==> src/rtl/uart_ascii_pkg.sv <==
// Shared ASCII constants, FSM encoding and character classifier for the UART
// ASCII front end.
package uart_ascii_pkg;

  localparam logic [7:0] ASC_0   = 8'h30;
  localparam logic [7:0] ASC_9   = 8'h39;
  localparam logic [7:0] ASC_CR  = 8'h0D;
  localparam logic [7:0] ASC_LF  = 8'h0A;
  localparam logic [7:0] ASC_BS  = 8'h08;
  localparam logic [7:0] ASC_DEL = 8'h7F;

  typedef enum logic [1:0] {
    IDLE    = 2'd0,
    ACCUM   = 2'd1,
    DISCARD = 2'd2
  } state_t;

  typedef enum logic [1:0] {
    CC_DIGIT = 2'd0,
    CC_TERM  = 2'd1,
    CC_BS    = 2'd2,
    CC_OTHER = 2'd3
  } char_class_t;

  // Decoded byte: its class and, for digits, the numeric value.
  typedef struct packed {
    char_class_t cls;
    logic [3:0]  digit;
  } char_info_t;

  // Sorts one received byte into DIGIT / TERM / BS / OTHER.
  function automatic char_info_t classify(input logic [7:0] b);
    char_info_t r;
    r.cls   = CC_OTHER;
    r.digit = 4'd0;
    if ((b >= ASC_0) && (b <= ASC_9)) begin
      r.cls   = CC_DIGIT;
      r.digit = 4'(b - ASC_0);
    end else if ((b == ASC_CR) || (b == ASC_LF)) begin
      r.cls = CC_TERM;
    end else if ((b == ASC_BS) || (b == ASC_DEL)) begin
      r.cls = CC_BS;
    end
    return r;
  endfunction

endpackage

==> src/rtl/dec_mac10.sv <==
// Decimal shift-add step: nxt_c = acc*10 + d, produced at W+4 bits so the
// result never truncates before the range compare.
//   acc    in  W    current accumulator
//   d      in  4    new decimal digit (0..9)
//   nxt_c  out W+4  acc*10 + d (combinational)
module dec_mac10 #(
  parameter int unsigned W = 8
) (
  input  logic [W-1:0] acc,
  input  logic [3:0]   d,
  output logic [W+3:0] nxt_c
);

  logic [W+3:0] x8_c;
  logic [W+3:0] x2_c;
  logic [W+3:0] dx_c;

  // acc*8 + acc*2 + d
  assign x8_c  = {1'b0, acc, 3'b000};
  assign x2_c  = {3'b000, acc, 1'b0};
  assign dx_c  = (W+4)'(d);
  assign nxt_c = x8_c + x2_c + dx_c;

endmodule

==> src/rtl/ascii_dec_to_binary.sv <==
// Parses ASCII decimal entries ("0".."2**W-1" terminated by CR or LF) into a
// W-bit binary value. Malformed or out-of-range entries are flagged and
// dropped; BS/DEL removes the last digit.
//   clk           in   1  rising-edge clock
//   rst_n         in   1  synchronous active-low reset
//   rx_data       in   8  received ASCII byte
//   rx_valid      in   1  rx_data valid this cycle
//   value         out  W  last accepted number, held between updates
//   value_valid   out  1  one-cycle pulse when value updates
//   err_overflow  out  1  one-cycle pulse: entry too large or too many digits
//   err_char      out  1  one-cycle pulse: illegal character
//   busy          out  1  an entry is in progress
module ascii_dec_to_binary
  import uart_ascii_pkg::*;
#(
  parameter int unsigned W          = 8,
  parameter int unsigned MAX_DIGITS = 3
) (
  input  logic         clk,
  input  logic         rst_n,
  input  logic [7:0]   rx_data,
  input  logic         rx_valid,
  output logic [W-1:0] value,
  output logic         value_valid,
  output logic         err_overflow,
  output logic         err_char,
  output logic         busy
);

  // MAX_DIGITS is at most 7, so three bits always hold the digit count.
  localparam int unsigned CW           = 3;
  localparam logic [CW-1:0] CNT_MAX    = CW'(MAX_DIGITS);
  localparam logic [CW-1:0] CNT_ONE    = CW'(1);
  localparam logic [W+3:0]  MAX_VAL    = {4'b0000, {W{1'b1}}};
  localparam logic [W-1:0]  TEN        = W'(10);

  state_t        state;
  logic [W-1:0]  acc;
  logic [CW-1:0] cnt;

  char_info_t    ci_c;
  logic [W+3:0]  nxt_c;
  logic          ovf_c;
  logic [W-1:0]  acc_div10_c;

  // Byte decode.
  assign ci_c = classify(rx_data);

  // Candidate accumulator for a new digit.
  dec_mac10 #(.W(W)) u_mac (
    .acc   (acc),
    .d     (ci_c.digit),
    .nxt_c (nxt_c)
  );

  // Digit-count and value-range checks both map onto err_overflow.
  assign ovf_c = (cnt == CNT_MAX) || (nxt_c > MAX_VAL);

  // Backspace drops the least significant decimal digit.
  assign acc_div10_c = acc / TEN;

  // FSM, datapath and registered outputs.
  always_ff @(posedge clk) begin
    if (!rst_n) begin
      state        <= IDLE;
      acc          <= '0;
      cnt          <= '0;
      value        <= '0;
      value_valid  <= 1'b0;
      err_overflow <= 1'b0;
      err_char     <= 1'b0;
      busy         <= 1'b0;
    end else begin
      value_valid  <= 1'b0;
      err_overflow <= 1'b0;
      err_char     <= 1'b0;
      if (rx_valid) begin
        unique case (state)
          IDLE: begin
            unique case (ci_c.cls)
              CC_DIGIT: begin
                acc   <= W'(ci_c.digit);
                cnt   <= CNT_ONE;
                state <= ACCUM;
                busy  <= 1'b1;
              end
              CC_OTHER: begin
                err_char <= 1'b1;
                state    <= DISCARD;
                busy     <= 1'b1;
              end
              default: ; // stray TERM/BS between entries
            endcase
          end

          ACCUM: begin
            unique case (ci_c.cls)
              CC_DIGIT: begin
                if (ovf_c) begin
                  err_overflow <= 1'b1;
                  acc          <= '0;
                  cnt          <= '0;
                  state        <= DISCARD;
                end else begin
                  acc <= nxt_c[W-1:0];
                  cnt <= cnt + CNT_ONE;
                end
              end
              CC_TERM: begin
                value       <= acc;
                value_valid <= 1'b1;
                acc         <= '0;
                cnt         <= '0;
                state       <= IDLE;
                busy        <= 1'b0;
              end
              CC_BS: begin
                acc <= acc_div10_c;
                cnt <= cnt - CNT_ONE;
                // Erasing the only digit abandons the entry.
                if (cnt == CNT_ONE) begin
                  state <= IDLE;
                  busy  <= 1'b0;
                end
              end
              default: begin
                err_char <= 1'b1;
                acc      <= '0;
                cnt      <= '0;
                state    <= DISCARD;
              end
            endcase
          end

          DISCARD: begin
            // Swallow the rest of a bad entry up to its terminator.
            if (ci_c.cls == CC_TERM) begin
              acc   <= '0;
              cnt   <= '0;
              state <= IDLE;
              busy  <= 1'b0;
            end
          end

          default: begin
            acc   <= '0;
            cnt   <= '0;
            state <= IDLE;
            busy  <= 1'b0;
          end
        endcase
      end
    end
  end

endmodule
==> config.mk <==
export PLATFORM = sky130hd
export DESIGN_NAME = ascii_dec_to_binary
export DESIGN_NICKNAME = d
export VERILOG_FILES = /design/src/rtl/uart_ascii_pkg.sv /design/src/rtl/dec_mac10.sv /design/src/rtl/ascii_dec_to_binary.sv
export SDC_FILE = /design/constraint.sdc
export NUM_CORES = 1
export LEC_CHECK = 0
export BUFFER_PORTS_ARGS = -buffer_cell sky130_fd_sc_hd__clkbuf_2
export CAP_MARGIN = 20
export CORE_UTILIZATION = 50
export DETAILED_ROUTE_END_ITERATION = 12
export PLACE_DENSITY = 0.69
export SYNTH_ARGS = -nofsm -noshare
export SYNTH_HDL_FRONTEND = slang
export SYNTH_HIERARCHICAL = 1
export SYNTH_SLANG_ARGS = --single-unit
==> constraint.sdc <==
create_clock -name clk -period 5.7 [get_ports clk]
set_input_delay 0.285 -clock clk [delete_from_list [all_inputs] [get_ports clk]]
set_output_delay 0.285 -clock clk [all_outputs]
set_load 0.01 [all_outputs]
==> results.md, run 1 <==
* CTS H-tree lvls at 1
* Layout cells sized above 1 at 13.51%
* Critical Path Source Type: input pin
* Initial antenna violation count at 0
* FP Rows at 23
* P_leak at 1.064 nW
* Post-Synthesis Cell Area at 2217 µm²
* Crit. End Element: flop
* Gpl congestion at 0.9294
* Largest net degree at the start of global routing at 23
* Slowest stage delay, CP at 0.51 ns
* Sequential area share after synthesis at 22.57%
* First-pass DRT Iterations at 5
* Commonest non-fill, non-tap cell in the layout: nor2_1
* Cts bufs inserted at 3
* Setup violators final at 0
* Ys flop type: dfxtp_1
* CTS tree: yes
* Cells after Synth at 284
* CTS Root Cell: clkbuf_8
* Most frequent cells in the layout: nor2_1, dfxtp_1, a21oi_1, clkbuf_2, nand2_1
* DP Cell Count at 341
* Avg Inst Size Synth at 7.807 µm²
* CP Max Fanout at 15
* Slew HR at 52.48%
* Iter 0 DRT Violations at 193
* CTS sink cnt at 25
* Synth Warn # at 6
* Layout Cells excl Fill at 346
* GRT Resource Usage Total at 23.76%
* Critical Path RT at 5.89 ns
* Power Density at 160.3 nW/µm²
* Area growth from synthesis to layout at 7.336%
* Via-to-Cell Ratio at 6.064
* Number of flops mapped to enable cells by yosys at 0
* Post-synth ARST share at 0%
* Post-route ant nets at 0
* I/O pin cnt at 23
* Core area at 4115 µm²
* Setup_tns at 0 ns
* First-pass GRT wire length at 8445 µm
* WL/cell at 14.91 µm
* Fmax at 238.9 MHz
* Slew Viols, Final at 0
* Layout net count at 329
* Hold Vio Cnt, Final at 0
* Worst-margin pin slew at 0.7118 ns
* Synth Register Bits at 25
* CTS resizes at 0
* Antenna cells at 0
* Die ar. at 4705 µm²
* RSZ-0062 raised after global routing: no
* Syn Nets at 316
* Number of global-route vias before repair at 1808
* Outcome: complete, no violations
* Max Cap Viol at 0
* PortBufs at 22
* WS Path Type: input pin to flop
* Peak VDD IR at 0.0002624 V
* Postcts setup bufs at 0
* Post-CTS Hold Fix Bufs at 0
* Overflow after GRT at 0
* Fin crit share at 73.42%
* Clock transition at the registers of the reported paths at 0.09 ns
* DRC viols at 0
* Die height at 68.59 µm
* Final min period at 4.185 ns
* Crit path DAT at 4.38 ns
* Final wirelength at 5159 µm
* Initial Util at 53.88%
* CTS max path bufs at 2
* Worst path slowest cell: or4_1
* Vias at 2098
* Worst path cell trace: clkbuf_2 -> nand3b_1 -> nor3_1 -> buf_4 -> and2_1 -> inv_1 -> fa_1 -> inv_1 -> ha_1 -> a21o_1 -> a21o_1 -> a41o_1 -> o21a_1 -> or4_1 -> nor2_1 -> nand2_1 -> a211o_1 -> a211o_1 -> a21oi_2
* Clk Latency, worst-skew pair at 0.26 ns
* Worst Hold Class: input pin to flop
* Netlist cell types at 65
* Chip Width at 68.59 µm
* DP Wirelength at 3860 µm
* Layout Skew at 0.002332 ns
registers in the layout, indices dropped and copies added (netlist names):
signal        flops
state             2
cnt               3
value_valid       1
err_overflow      1
value             8
err_char          1
acc               8
busy              1
worst paths after layout:
kind / start / end / slack (ns) / depth (start not counted)
setup / recovery: rx_data[7] / cnt[0] / 1.51 / 19
hold / removal: rx_valid / err_char / 0.35 / 3
setup reg to reg: acc[2] / cnt[0] / 1.52 / 14
hold reg to reg: busy / busy / 0.48 / 2
power breakdown:
group / switching, mW / total [mW] / internal (mW)
combinational: 0.0483 / 0.0795 / 0.0312
sequential: 0.0143 / 0.196 / 0.181
clock: 0.0571 / 0.107 / 0.0495
layout make-up:
class                           count  area, µm²
Inverter                           18      67.56
Clock inverter                      1      7.507
Clock buffer                        3      41.29
Sequential cell                    25      500.5
Multi-Input combinational cell    225       1575
Timing Repair Buffer               24      125.1
Fill cell                         402       1735
Tap cell                           50      62.56
cells by family after synthesis:
kind of cell,share of synthesized area [%]
and+or+nand+nor,23.87
AOI/OAI and AO/OA,26.92
buffers and inverters,6.377
DFF,22.57
adders and majority gates,12.98
muxes,4.120
xor gates and xnor gates,3.160
per-stage QoR:
step                util (%)  setup slack [ns]  area, µm²  total power, mW  hold WS, ns
detailed placement     56.46             1.271       2323           0.2770       0.4619
CTS                    57.65             1.522       2372           0.3838       0.3334
global placement       56.46             1.372       2323           0.2762       0.4507
finish                 57.83             1.515       2380           0.3815       0.3484
floorplan                  -             1.334       2217           0.2531       0.4357
global route           57.83             1.193       2380           0.4019       0.3738
worst max-delay path: cells and delay by family:
family | cells | cell delay [ns]
compound gates | 7 | 1.48
simple gates | 6 | 1.44
fa+ha+maj | 2 | 0.76
buf+inv | 4 | 0.42
synthesized netlist by cell type (4+ instances only):
library cell / count / area (µm²)
o22ai_1: 4 / 25.02
xnor2_1: 6 / 52.55
a21oi_1: 24 / 120.1
mux2i_1: 8 / 80.08
nand2_1: 20 / 75.07
clkbuf_1: 12 / 45.04
inv_1: 17 / 63.81
nor2_1: 27 / 101.4
dfxtp_1: 25 / 500.5
nor2b_1: 9 / 56.30
a221oi_1: 4 / 35.03
ha_1: 19 / 237.7
and2_1: 6 / 37.54
o21ai_0: 14 / 70.07
nor3_1: 4 / 20.02
nand2b_1: 8 / 50.05
nand3_1: 8 / 40.04
routing by layer:
metal  global-route usage [%]  wire length [µm]  vias to the layer above
met4                    3.125                34                        0
met1                    32.00              2419                     1001
li1                         -                 -                     1053
met5                        0                 0                        -
met2                    41.18              2515                       40
met3                    2.961               189                        4
(Power assumes the default switching activity.)
==> run 2, diff against run 1 <==
PLACE_DENSITY = 0.72   (was 0.69)
clock period = 3.48 ns   (was 5.7 ns; I/O delays follow)
==> run 2 against run 1 <==
  * Power increased by 71%
  * Cell count increased by 8.4%
  * Register-to-register slack got worse by 1.4 ns
  * Highest routed layer unchanged
==> results.md, run 2 (synthesized netlist as in run 1, its figures left out) <==
* Chip Width at 68.59 µm
* Setup violators final at 0
* WL/cell at 15.06 µm
* Initial Util at 53.88%
* Layout Skew at 0.001906 ns
* Power Total at 0.6513 mW
* First-pass GRT wire length at 9108 µm
* Hold Vio Cnt, Final at 0
* Layout net count at 358
* Core area at 4115 µm²
* Iter 0 DRT Violations at 214
* Crit. End Element: flop
* CTS max path bufs at 2
* Area growth from synthesis to layout at 20.71%
* Via-to-Cell Ratio at 5.891
* Critical Path RT at 3.70 ns
* P_leak at 1.218 nW
* CTS Root Cell: clkbuf_8
* CTS sink cnt at 25
* I/O pin cnt at 23
* Die height at 68.59 µm
* FP Rows at 23
* Biggest regs: acc: 8 flops, value: 8 flops, cnt: 3 flops
* Max Cap Viol at 0
* Number of global-route vias before repair at 1923
* Outcome: complete, no violations
* DP Wirelength at 4245 µm
* WS Path Type: input pin to flop
* Slew Viols, Final at 0
* Commonest non-fill, non-tap cell in the layout: buf_4
* Cts bufs inserted at 3
* Clock transition at the registers of the reported paths at 0.09 ns
* Most frequent cells in the layout: buf_4, nor2_1, dfxtp_1, a21oi_1, clkbuf_2
* Worst hold margin at 0.2395 ns
* Die ar. at 4705 µm²
* GRT Resource Usage Total at 25.97%
* Layout cells sized above 1 at 25.23%
* Antenna cells at 0
* Gpl congestion at 0.9134
* Power Density at 243.4 nW/µm²
* CP Max Fanout at 4
* Initial antenna violation count at 0
* DRC viols at 0
* Fin crit share at 98.54%
* Largest net degree at the start of global routing at 21
* Final min period at 3.429 ns
* Post-route ant nets at 0
* Critical Path Source Type: input pin
* Worst Hold Class: input pin to flop
* Vias at 2209
* Final wirelength at 5648 µm
* Clk Latency, worst-skew pair at 0.27 ns
* CTS H-tree lvls at 1
* First-pass DRT Iterations at 4
* CTS tree: yes
* Overflow after GRT at 0
* RSZ-0062 raised after global routing: yes
* Crit path DAT at 3.65 ns
* Peak VDD IR at 0.0002379 V
* Slew HR at 59.08%
* PortBufs at 22
* Worst-margin pin slew at 0.6073 ns
* Fmax at 291.6 MHz
-- run 2: cell types whose count changed in the layout (fill, tap and decap cells not counted), sizes merged --
cell      before  now
clkinvlp       1    0
clkbuf        25   24
clkinv         1    2
buf            2   32
-- run 2: repair_timing --
action,4_1_cts,5_1_grt
pin swaps,3,3
buffers inserted,1,1
resized for setup,0,11
endpoints found under the setup margin,2,12
hold buffers,0,0
-- run 2: layout make-up --
class	instances	area [µm²]
clock buffer	3	41.29
clock inverter	1	5.005
fill	371	1439
inverter	18	67.56
multi-input combinational	225	1647
sequential	25	500.5
tap	50	62.56
timing repair buffer	53	352.8
-- run 2: path summary, 6_finish.rpt --
path / startpoint / end / slack (ns) / depth (start not counted)
min reg2reg: busy / busy / 0.47 / 2
max: rx_data[2] / acc[3] / 0.05 / 19
min: rx_valid / err_char / 0.24 / 3
max reg2reg: acc[0] / acc[3] / 0.12 / 15
-- run 2: per-layer routing --
layer	track usage, %	wire [µm]	up-vias	part of all wire [%]
li1	-	-	1112	-
met1	35.02	2651	1030	47
met2	41.91	2693	56	48
met3	3.947	220	11	3.9
met4	8.594	83	0	1.5
met5	0	0	-	0
-- run 2: metrics by stage --
| step | worst slack, ns | instances | util (%) | setup TNS [ns] | cell area (µm²) |
|---|---|---|---|---|---|
| 6_report | 0.05065 | 375 | 65.04 | 0 | 2676 |
| 3_5_place_dp | -0.3165 | 368 | 61.96 | -2.550 | 2550 |
| 5_1_grt | -0.1075 | 375 | 65.04 | -0.3547 | 2676 |
| 3_3_place_gp | -0.2829 | 368 | 61.96 | -2.167 | 2550 |
| 4_1_cts | -0.004003 | 373 | 63.27 | -0.004003 | 2604 |
| 2_1_floorplan | -0.4039 | 284 | - | -2.241 | 2251 |
-- run 2: where the power goes --
| group | internal (mW) | switching (mW) | leakage [nW] | total (mW) |
|---|---|---|---|---|
| registers | 0.297 | 0.0110 | 0.203 | 0.308 |
| logic | 0.0643 | 0.100 | 0.990 | 0.164 |
| clock network | 0.0803 | 0.0987 | 0.0255 | 0.179 |
| total | 0.441 | 0.210 | 1.22 | 0.651 |
-- run 2: worst max-delay path: stages --
cell     delay (ns)
buf_6          0.09
o21a_4         0.21
nor3_4         0.17
and2_1         0.14
inv_1          0.04
fa_1           0.48
inv_2          0.07
ha_4           0.23
a21o_1         0.15
a21o_1         0.19
a41o_1         0.23
o21a_1         0.17
or4_4          0.43
nor2_4         0.12
buf_4          0.12
and2_1         0.19
a32oi_1        0.09
o21ai_0        0.19
and3_1         0.17
==> run 3, diff against run 2 <==
PLACE_DENSITY = 0.69   (was 0.72)
clock period = 3.4 ns   (was 3.48 ns; I/O delays follow)
==> run 3 against run 2 <==
  * The flow now finishes with violations (setup timing)
  * Non-clock buffer count grew 6
  * First-iteration DRC count shrank 16%
  * Clock-buffer cell count is the same
  * Clock skew grew 0.010 ns
  * Combinational power grew 5%
  * Utilization grew 1.3 points
  * Via count grew 1.4%
  * Worst setup slack lost 0.061 ns
  * Design area grew 2.0%
  * Sequential share of layout area shrank 0.36 points
  * Critical endpoint is now cnt[0]
  * Largest power group unchanged
==> results.md, run 3 (synthesized netlist as in run 1, its figures left out) <==
* CP Max Fanout at 3
* Initial Util at 53.88%
* Critical Path RT at 3.62 ns
* Clock transition at the registers of the reported paths at 0.11 ns
* Slew Viols, Final at 0
* RSZ-0062 raised after global routing: yes
* Layout Skew at 0.01231 ns
* CTS H-tree lvls at 1
* Post-CTS Hold Fix Bufs at 0
* Worst Hold Class: input pin to flop
* Core area at 4115 µm²
* Slew HR at 59.77%
* WS Path Type: input pin to flop
* Number of global-route vias before repair at 1931
* WL/cell at 14.82 µm
* Placed inst area at 2565 µm²
* Place WS at -0.4062 ns
* Commonest non-fill, non-tap cell in the layout: buf_4
* CTS tree: yes
* Final Util at 66.31%
* Crit. End Element: flop
* Overflow after GRT at 0
* First-pass GRT wire length at 8700 µm
* Peak VDD IR at 0.0002644 V
* Final min period at 3.411 ns
* Cts bufs inserted at 3
* CTS max path bufs at 2
* Power Density at 251.9 nW/µm²
* Layout net count at 364
* Iter 0 DRT Violations at 180
* Worst-margin pin slew at 0.6018 ns
* Layout cells sized above 1 at 26.89%
* Max Cap Viol at 0
* Final wirelength at 5645 µm
* CTS sink cnt at 25
* Failing checks: setup timing
* First-pass DRT Iterations at 5
* Outcome: finished, violations left
* Largest net degree at the start of global routing at 21
* Die ar. at 4705 µm²
* Chip Width at 68.59 µm
* Critical Path Source Type: input pin
* Fin crit share at 100.3%
* Vias at 2240
* Post-route ant nets at 0
* DP Wirelength at 4118 µm
* CTS Root Cell: clkbuf_8
* Via-to-Cell Ratio at 5.879
* PortBufs at 22
* Post-route cell area at 2729 µm²
* Setup_tns at -0.01084 ns
* Crit path DAT at 3.63 ns
* Setup violators final at 1
* P_leak at 1.246 nW
* Die height at 68.59 µm
* FP Rows at 23
* Area growth from synthesis to layout at 23.08%
* I/O pin cnt at 23
* Final WS setup at -0.01084 ns
* Clk Latency, worst-skew pair at 0.29 ns
* DRC viols at 0
* Most frequent cells in the layout: buf_4, nor2_1, dfxtp_1, a21oi_1, clkbuf_2
* Initial antenna violation count at 0
* Antenna cells at 0
* Fmax at 293.2 MHz
* Gpl congestion at 0.8767
* Biggest regs: acc: 8 flops, value: 8 flops, cnt: 3 flops
* Hold Vio Cnt, Final at 0
* GRT Resource Usage Total at 24.69%
* Worst hold margin at 0.1927 ns
==> run 3: cell count changes in the layout (fill, tap and decap cells not counted) <==
cell	change
o21a_1	+1
buf_4	+6
clkinv_2	-1
nand3_1	-1
nand3_2	+1
o22ai_1	-1
inv_6	+1
o22ai_2	+1
o21a_4	-1
==> run 3: critical path: stages <==
cell and delay, ns:
buf_6 0.09, nand3b_1 0.21, nor3_4 0.19, and2_1 0.14
inv_1 0.04, fa_1 0.49, inv_2 0.06, ha_4 0.23
a21o_1 0.15, a21o_1 0.19, a21boi_2 0.18, a311oi_2 0.11
or4_4 0.54, nor2_4 0.11, nand2_2 0.10, a211o_1 0.26
a211o_1 0.27, a21oi_2 0.10
==> run 3: path summary, 6_finish.rpt <==
check	startpoint	to	slack, ns	depth (start not counted)
max reg2reg	acc[0]	cnt[0]	0.08	14
max	rx_data[7]	cnt[0]	-0.01	18
min reg2reg	busy	busy	0.47	2
min	rx_valid	err_char	0.19	3
==> run 3: stage by stage <==
step | cells | power [mW]
floorplan | 284 | 0.4268
global placement | 370 | 0.4820
detailed placement | 370 | 0.4838
CTS | 376 | 0.6772
global route | 381 | 0.7180
finish | 381 | 0.6875
==> run 3: power breakdown <==
part	total (mW)	leakage (nW)	switching (mW)	internal, mW
logic	0.173	1.02	0.103	0.0699
registers	0.316	0.203	0.0123	0.304
clock network	0.198	0.0261	0.112	0.0864
total	0.688	1.25	0.227	0.460
==> run 3: routing by layer <==
metal	up-vias	GRT usage, %	share of wire [%]	wire [µm]
met5	-	0	0	0
met4	0	5.208	0.67	38
met3	12	4.112	5.7	321
met2	72	39.83	47	2642
met1	1031	34.23	47	2642
li1	1125	-	-	-
==> run 3: what timing repair did <==
item / in CTS / in global routing
gates resized for setup: 0 / 12
endpoints found under the setup margin: 6 / 13
setup buffers: 2 / 4
pin swaps: 4 / 6
==> run 3: final cells by class <==
cell class | count | area, µm²
Inverter | 18 | 67.56
Clock buffer | 3 | 41.29
Tap cell | 50 | 62.56
Timing Repair Buffer | 59 | 397.9
Multi-Input combinational cell | 225 | 1650
Fill cell | 378 | 1386
Clock inverter | 1 | 8.758
Sequential cell | 25 | 500.5
